==> config.mk <==
export PLATFORM = sky130hd
export DESIGN_NAME = tow_arena
export DESIGN_NICKNAME = d
export VERILOG_FILES = /design/src/rtl/tow_arena.sv
export SDC_FILE = /design/constraint.sdc
export NUM_CORES = 1
export LEC_CHECK = 0
export ABC_CLOCK_PERIOD_IN_PS = 4100
export CORE_MARGIN = 2
export CORE_UTILIZATION = 50
export DETAILED_ROUTE_END_ITERATION = 10
export GPL_TIMING_DRIVEN = 0
export PLACE_DENSITY = 0.78
export SYNTH_ARGS = -nofsm -noshare
export SYNTH_HDL_FRONTEND = slang
export SYNTH_SLANG_ARGS = --single-unit
==> constraint.sdc <==
create_clock -name clk -period 4.1 [get_ports clk]
set_clock_uncertainty 0.1 [all_clocks]
set_input_delay 1.025 -clock clk [delete_from_list [all_inputs] [get_ports clk]]
set_output_delay 1.025 -clock clk [all_outputs]
set_load 0.05 [all_outputs]
==> src/rtl/tow_arena.sv <==
// Tug-of-war light game: two players push a single light toward their own end of the field.
// Define TOW_CPU_EN to replace player 2 with an LFSR-driven CPU opponent throttled by cpu_level.
module tow_arena #(
    parameter int FIELD       = 9,
    parameter int WIN_ROUNDS  = 3,
    parameter int HOLD_CYCLES = 4
) (
    input  logic                              clk,
    input  logic                              reset,
    input  logic                              p1_in,
    input  logic                              p2_in,
    input  logic [3:0]                        cpu_level,
    output logic [FIELD-1:0]                  field,
    output logic [$clog2(WIN_ROUNDS+1)-1:0]   score1,
    output logic [$clog2(WIN_ROUNDS+1)-1:0]   score2,
    output logic                              round_over,
    output logic [1:0]                        match_winner
);

    localparam int PW     = (FIELD > 1) ? $clog2(FIELD) : 1;
    localparam int SW     = $clog2(WIN_ROUNDS + 1);
    localparam int HW     = $clog2(HOLD_CYCLES + 1);
    localparam int CENTER = (FIELD - 1) / 2;

    typedef enum logic [1:0] {PLAY, ROUND_END, MATCH_END} state_t;

    state_t          state_reg, state_next;
    logic [PW-1:0]   pos_reg, pos_next;
    logic [HW-1:0]   hold_reg, hold_next;
    logic [SW-1:0]   score1_next, score2_next;
    logic [1:0]      match_winner_next;
    logic [FIELD-1:0] onehot_next, field_next;
    logic            round_over_next;
    logic            p1_q_reg, p2_q_reg;
    logic            p1_press, p2_press;

    assign p1_press = p1_in & ~p1_q_reg;

`ifdef TOW_CPU_EN
    logic [9:0] lfsr_reg;
    logic       unused_p2;

    // Fibonacci LFSR, taps 10 and 7; low nibble is a uniform-ish 0..15 draw.
    always_ff @(posedge clk) begin
        if (reset) lfsr_reg <= 10'h001;
        else       lfsr_reg <= {lfsr_reg[8:0], lfsr_reg[9] ^ lfsr_reg[6]};
    end

    assign p2_press  = (lfsr_reg[3:0] < cpu_level);
    assign unused_p2 = p2_in ^ p2_q_reg;
`else
    logic unused_cpu;

    assign p2_press   = p2_in & ~p2_q_reg;
    assign unused_cpu = ^cpu_level;
`endif

    always_comb begin
        state_next        = state_reg;
        pos_next          = pos_reg;
        hold_next         = hold_reg;
        score1_next       = score1;
        score2_next       = score2;
        match_winner_next = match_winner;
        case (state_reg)
            PLAY: begin
                if (p1_press && !p2_press) begin
                    if (pos_reg == '0) begin
                        if (score1 < SW'(WIN_ROUNDS)) score1_next = score1 + SW'(1);
                        hold_next = '0;
                        if (score1_next == SW'(WIN_ROUNDS)) begin
                            state_next        = MATCH_END;
                            match_winner_next = 2'b01;
                        end else begin
                            state_next = ROUND_END;
                        end
                    end else begin
                        pos_next = pos_reg - PW'(1);
                    end
                end else if (p2_press && !p1_press) begin
                    if (pos_reg == PW'(FIELD - 1)) begin
                        if (score2 < SW'(WIN_ROUNDS)) score2_next = score2 + SW'(1);
                        hold_next = '0;
                        if (score2_next == SW'(WIN_ROUNDS)) begin
                            state_next        = MATCH_END;
                            match_winner_next = 2'b10;
                        end else begin
                            state_next = ROUND_END;
                        end
                    end else begin
                        pos_next = pos_reg + PW'(1);
                    end
                end
            end
            ROUND_END: begin
                // The win edge itself is the first blank cycle, so count to HOLD_CYCLES-1.
                if (hold_reg == HW'(HOLD_CYCLES - 1)) begin
                    state_next = PLAY;
                    pos_next   = PW'(CENTER);
                end else begin
                    hold_next = hold_reg + HW'(1);
                end
            end
            MATCH_END: ;
            default: begin
                state_next = PLAY;
                pos_next   = PW'(CENTER);
            end
        endcase
    end

    generate
        for (genvar gi = 0; gi < FIELD; gi++) begin : g_decode
            assign onehot_next[gi] = (pos_next == PW'(gi));
        end
    endgenerate

    assign field_next      = (state_next == PLAY) ? onehot_next : '0;
    assign round_over_next = (state_next == ROUND_END);

    always_ff @(posedge clk) begin
        if (reset) begin
            state_reg    <= PLAY;
            pos_reg      <= PW'(CENTER);
            hold_reg     <= '0;
            p1_q_reg     <= 1'b0;
            p2_q_reg     <= 1'b0;
            field        <= FIELD'(1) << CENTER;
            score1       <= '0;
            score2       <= '0;
            round_over   <= 1'b0;
            match_winner <= 2'b00;
        end else begin
            state_reg    <= state_next;
            pos_reg      <= pos_next;
            hold_reg     <= hold_next;
            p1_q_reg     <= p1_in;
            p2_q_reg     <= p2_in;
            field        <= field_next;
            score1       <= score1_next;
            score2       <= score2_next;
            round_over   <= round_over_next;
            match_winner <= match_winner_next;
        end
    end

endmodule
# Word-level counts from Yosys, hierarchy flattened
# Index checks and enable logic that the tools add are counted.
# Widths: inputs -> output; s select.
word_totals:
  reg_bits: 27
  output_inout_bits: 16
classes:
  add_sub_neg: 5
  order_cmp: 2
  eq_ne: 21
  muxes: 36
  bitwise: 6
  n_reduce_logical: 17
op_table:
  columns: ["op", "n"]
  rows:
  - ["$mux 2", 22]
  - ["$mux 4", 5]
  - ["$eq 4x3->1 const B", 4]
  - ["$mux 3", 5]
  - ["$pmux 4 s3", 1]
  - ["$ne 3x3->1 const B", 3]
  - ["$eq 4x2->1 const B", 2]
  - ["$eq 4x4->1 const B", 2]
  - ["$logic_not 4->1", 2]
  - ["$reduce_bool 2->1", 4]
  - ["$eq 2x2->1 const B", 3]
  - ["$pmux 2 s3", 1]
  - ["$pmux 3 s2", 1]
  - ["$reduce_and 6->1", 1]
  - ["$mux 5", 1]
  - ["$reduce_and 5->1", 1]
  - ["$add 2x1->2 const B", 2]
  - ["$add 4x1->4 const B", 1]
  - ["$eq 2x1->1 const B", 2]
  - ["$eq 4x1->1 const B", 1]
  - ["$logic_not 2->1", 2]
  - ["$lt 2x2->1 const B", 2]
  - ["$ne 2x1->1 const B", 2]
  - ["$not 1->1", 4]
  - ["10 further kinds", 13]

# Depth between registers and ports, before layout
# Gate-level depths: netlist (run 1).
logic_depth:
  ltp_word: 16
  ltp_mapped: 9
  depth_no_buf: 8

# Worst setup path before layout (run 1)
# OpenSTA, ideal clock, no wires.
synth_path:
  kind: "input -> register"
  startpoint: "in p2_in"
  endpoint: "reg field[4]"
  setup_time_ns: 0.087
  arrival_ns: 2.799
  required_ns: 3.913
  path_slack_ns: 1.114
  stages: 9
  path_buffers: 1
  path_cell_list: "nor2b_1 inv_1 ha_1 buf_2 nor3b_1 o21a_1 nor3_1 nand3_1 o31ai_1"
synth_via:
  elab_chain_len: 7
  elab_cells_between_ends: 13
synth_lines:
  columns: ["item", "line", "rtl"]
  rows:
  - ["start, declared", "11", "input logic p2_in,"]
  - ["$and 1x1->1 (*)", "54", "assign p2_press = p2_in & ~p2_q_reg;"]
  - ["$logic_and 1x1->1 / $logic_not 1->1 (equally long branches)", "80, 67", null]
  - ["$mux 4 (tied with other cells)", "80", "end else if (p2_press && !p1_press) begin"]
  - ["$mux 4 / $mux 2 (equally long branches)", "67", "if (p1_press && !p2_press) begin"]
  - ["$pmux 4 s3 / $pmux 2 s3 (equally long branches)", "65", "case (state_reg)"]
  - ["$eq 4x3->1 / $logic_not 2->1 (equally long branches)", "114, 118", null]
  - ["$mux 5 (*)", "118", "assign field_next = (state_next == PLAY) ? onehot_next : '0;"]
  - ["end signal, assigned", "128", "field <= FIELD'(1) << CENTER;"]
  - ["end signal, assigned", "139", "field <= field_next;"]
  - ["end, declared", "13", "output logic [FIELD-1:0] field,"]
# Every way passes the cells marked *; elsewhere a longest branch is shown, timed or not.
# A chain may end at the register's enable or synchronous reset.

# Worst setup path in the final report (run 1)
layout_path:
  startpoint: "in p2_in"
  endpoint: "reg field[0]"
layout_via:
  elab_chain_len: 8
  elab_cells_between_ends: 14
layout_lines:
  columns: ["item", "line"]
  rows:
  - ["$and 1x1->1 (*)", "54"]
  - ["$logic_and 1x1->1 / $logic_not 1->1 (equally long branches)", "80, 67"]
  - ["$mux 2 / $logic_and 1x1->1 (equally long branches)", "80, 67"]
  - ["$mux 2", "67"]
  - ["$pmux 2 s3", "65"]
  - ["$logic_not 2->1", "118"]
  - ["$not 1->1 (no line)", null]
  - ["$reduce_or 2->1 (no line)", null]
# Marks and branches as above.

==> out/metrics.csv, run 1 <==
stage,metric,value,unit
clock_tree,cts_resized,0,
synth,syn_inst,152,
grt,met2_usage,34.5,%
clock_tree,clock-sinks,27,
setup_path,worstSetupPathType,in -> reg,
synth,synth_fp_nets,167,
clock_tree,cts_setup_buffers,0,
placed_design,place_congestion,0.864,
run,drv_cap,0,
floorplan,start_util,53.9,%
setup_path,crit_path_cell_trace,clkdlybuf4s50_1 > nor2b_1 > inv_1 > ha_1 > buf_2 > nor3b_1 > o21a_1 > nor3_1 > nand3_1 > nor4_1,
pwr,ir_drop,0.306,mV
sta,rsz0062_at_grt,no,
synth,avgSynthCellArea,9.02,um^2
pwr,p_leak,0.000615,uW
synth,ys_warn_count,0,
sta,relSlewSlack,55.5,%
run_status,status,finished clean,
setup_path,rr_startpoint,p2_q_reg$_SDFF_PP0_,
grt,grt_use_total,21.4,%
setup_path,critical-path-slowest-cell,clkdlybuf4s50_1,
clock_tree,clockRootBuffer,clkbuf_4,
final_layout,diodes,0,
synth,ys_seq_elements,27,
clock_tree,numCtsBuffers,3,
clock_tree,htreeDepth,1,
pwr,totalPowerFinal,540,uW
synth,synth_edf_count,0,
synth,async_flop_share,0,%
setup_path,end_kind,flip-flop,
floorplan,die-width,56.4,um
sta,fmax,0.285,GHz
sta,worst_pin_slew,666,ps
final_layout,layout-drive-gt1-share,8.05,%
final_layout,largest_reg_flops,9,
drt,drcViolationCount,0,
sta,fin_crit,3500,ps
grt,gr-total-overflow,0,
final_layout,nets,190,
floorplan,die_area,3180,um^2
floorplan,io_pins,24,
hold_path,hold_class,reg -> reg,
drt,drt-wirelength-per-cell,15.5,um
floorplan,num_rows,18,
hold_path,hold_depth,2,
grt,grt_pass1_wl,5.40,mm
setup_path,crit_fanout,10,
drt,drt_pre_antenna_iters,4,
grt,met1_usage,28.5,%
synth,synth-main-ff-cell,dfxtp_1,
floorplan,die_h,56.4,um
placed_design,dp_hpwl,2.23,mm
drt,drt-vias-per-instance,6.01,
sta,final.period_utilization,85.5,%
sta,slew_violations,0,
hold_path,worstHoldStart,hold_reg[1]$_SDFFE_PP0P_,
pwr,pwr_density_cell,334,nW/um^2
synth,ys_types,46,
final_layout,most-common-layout-cells,"dfxtp_1 (27), clkdlybuf4s50_1 (18), nor2_1 (16)",
drt,routed_wl,3.17,mm
synth,syn_area,1370,um^2
grt,use_met3,3.00,%
clock_tree,cts-hold-fix-buffers,0,
grt,grt_pass1_vias,1135,
clock_tree,tritoncts,yes,
drt,antenna_left,0,
hold_path,min_to,hold_reg[1]$_SDFFE_PP0P_,
setup_path,crit_family,simple AND/OR/NAND/NOR gates,
placed_design,dp_cells,200,
setup_path,crit_buf_inv,3,
sta,hold_viol,0,
setup_path,cpPeakStageDelay,460,ps
clock_tree,clk_path_buf_depth,2,
placed_design,port_buffers,18,
setup_path,r2r_setup_slack,1440,ps
final_layout,nFillCells,220,
clock_tree,clock_latency,330,ps
final_layout,final_common_cell,dfxtp_1,
setup_path,cp.required,4260,ps
grt,top_usage_layer,met2,
drt,vias,1227,
floorplan,core-area,2540,um^2
sta,tns,0,ps
drt,drtIter0Drc,63,
setup_path,reg2reg_depth,9,
final_layout,final_cells,204,
synth,ys_seq_area_share,39.4,%
setup_path,cp-start-kind,input port,
setup_path,rr_endpoint,field[0]$_SDFF_PP0_,
final_layout,syn2layout_area_growth,17.9,%
clock_tree,clkTransAtPathRegs,140,ps
sta,final-setup-viol-count,0,
grt,grt_start_max_net_pins,16,
setup_path,crit_arrival,3660,ps
grt,antenna_found_initial,0,
## layer usage
layer / share of wire [%] / vias to the layer above
li1: - / 598
met1: 46 / 568
met2: 46 / 50
met4: 2.7 / 0
met5: 0 / -
met3: 5.2 / 11
## per-stage QoR
step	util, %	hold slack, ps	setup WS [ps]	area [um^2]
after CTS	63.5	378	639	1620
after global routing	63.5	400	381	1620
final	63.5	376	596	1620
after floorplan	-	336	1110	1370
after global placement	62.4	346	420	1590
after detailed placement	62.4	360	334	1590
## where the power goes
group,internal (uW),total (uW),switching [uW]
Clock,36.8,117,80.4
Sequential,275,284,8.86
Combinational,51.8,139,87.7
## cell type report
type                       count  area, um^2  share of cell area (%)
inverter                       8        30.0                    1.86
multi-input combinational    110         771                    47.7
buffer                         7        30.0                    1.86
tap                           30        37.5                    2.32
timing repair buffer          18         180                    11.1
clock inverter                 1        5.00                   0.310
clock buffer                   3        22.5                    1.39
sequential                    27         541                    33.4
## kinds of logic after synthesis
kind of cell / Yosys count / synth area share [%]
compound gates: 34 / 17.8
flops: 27 / 39.4
mux: 3 / 2.28
simple gates: 66 / 29.7
fa+ha+maj: 7 / 6.39
buf+inv: 15 / 4.38
## cell usage after synthesis, types with 3 or more instances
| cell | instances | area share (%) |
|---|---|---|
| nand2b_1 | 3 | 1.4 |
| buf_2 | 3 | 1.1 |
| inv_1 | 8 | 2.2 |
| and2_1 | 3 | 1.4 |
| dfxtp_1 | 27 | 39 |
| nor2b_1 | 7 | 3.2 |
| a31oi_1 | 4 | 1.8 |
| nor3_1 | 5 | 1.8 |
| o21ai_0 | 5 | 1.8 |
| ha_1 | 7 | 6.4 |
| nor2_1 | 16 | 4.4 |
| nand2_1 | 6 | 1.6 |
| nor4_1 | 5 | 2.3 |
| a21oi_1 | 6 | 2.2 |
| nand3_1 | 3 | 1.1 |
| nor3b_1 | 3 | 1.6 |
| clkbuf_1 | 3 | 0.82 |
## how the worst max path moves through the flow
stage | cells after the start | to | slack (ps) | from
global placement | 10 | field[4]$_SDFF_PP1_ | 420 | p2_in
floorplan | 9 | field[4]$_SDFF_PP1_ | 1110 | p2_in
global route | 10 | field[8]$_SDFF_PP0_ | 380 | p2_in
finish | 10 | field[0]$_SDFF_PP0_ | 600 | p2_in
CTS | 10 | field[0]$_SDFF_PP0_ | 640 | p2_in
detailed placement | 10 | field[0]$_SDFF_PP0_ | 330 | p2_in
## worst register-to-register path: cells and delay by family (launching register included)
family | cells | cell delay [ps]
AOI/OAI and AO/OA | 1 | 220
adders and majority gates | 1 | 270
buffers and inverters | 2 | 290
DFF | 1 | 330
and+or+nand+nor | 5 | 1370
No activity file was read; power rests on OpenSTA's default activity.
==> run 2: changes to the inputs <==
--- a/config.mk
+++ b/config.mk
@@ -6,6 +6,7 @@
 export NUM_CORES = 1
 export LEC_CHECK = 0
 export ABC_CLOCK_PERIOD_IN_PS = 4100
+export CAP_MARGIN = 20
 export CORE_MARGIN = 2
 export CORE_UTILIZATION = 50
 export DETAILED_ROUTE_END_ITERATION = 10
==> results of run 2 <==
Same layout as run 1: the final DEF is identical, and so are final timing and power.
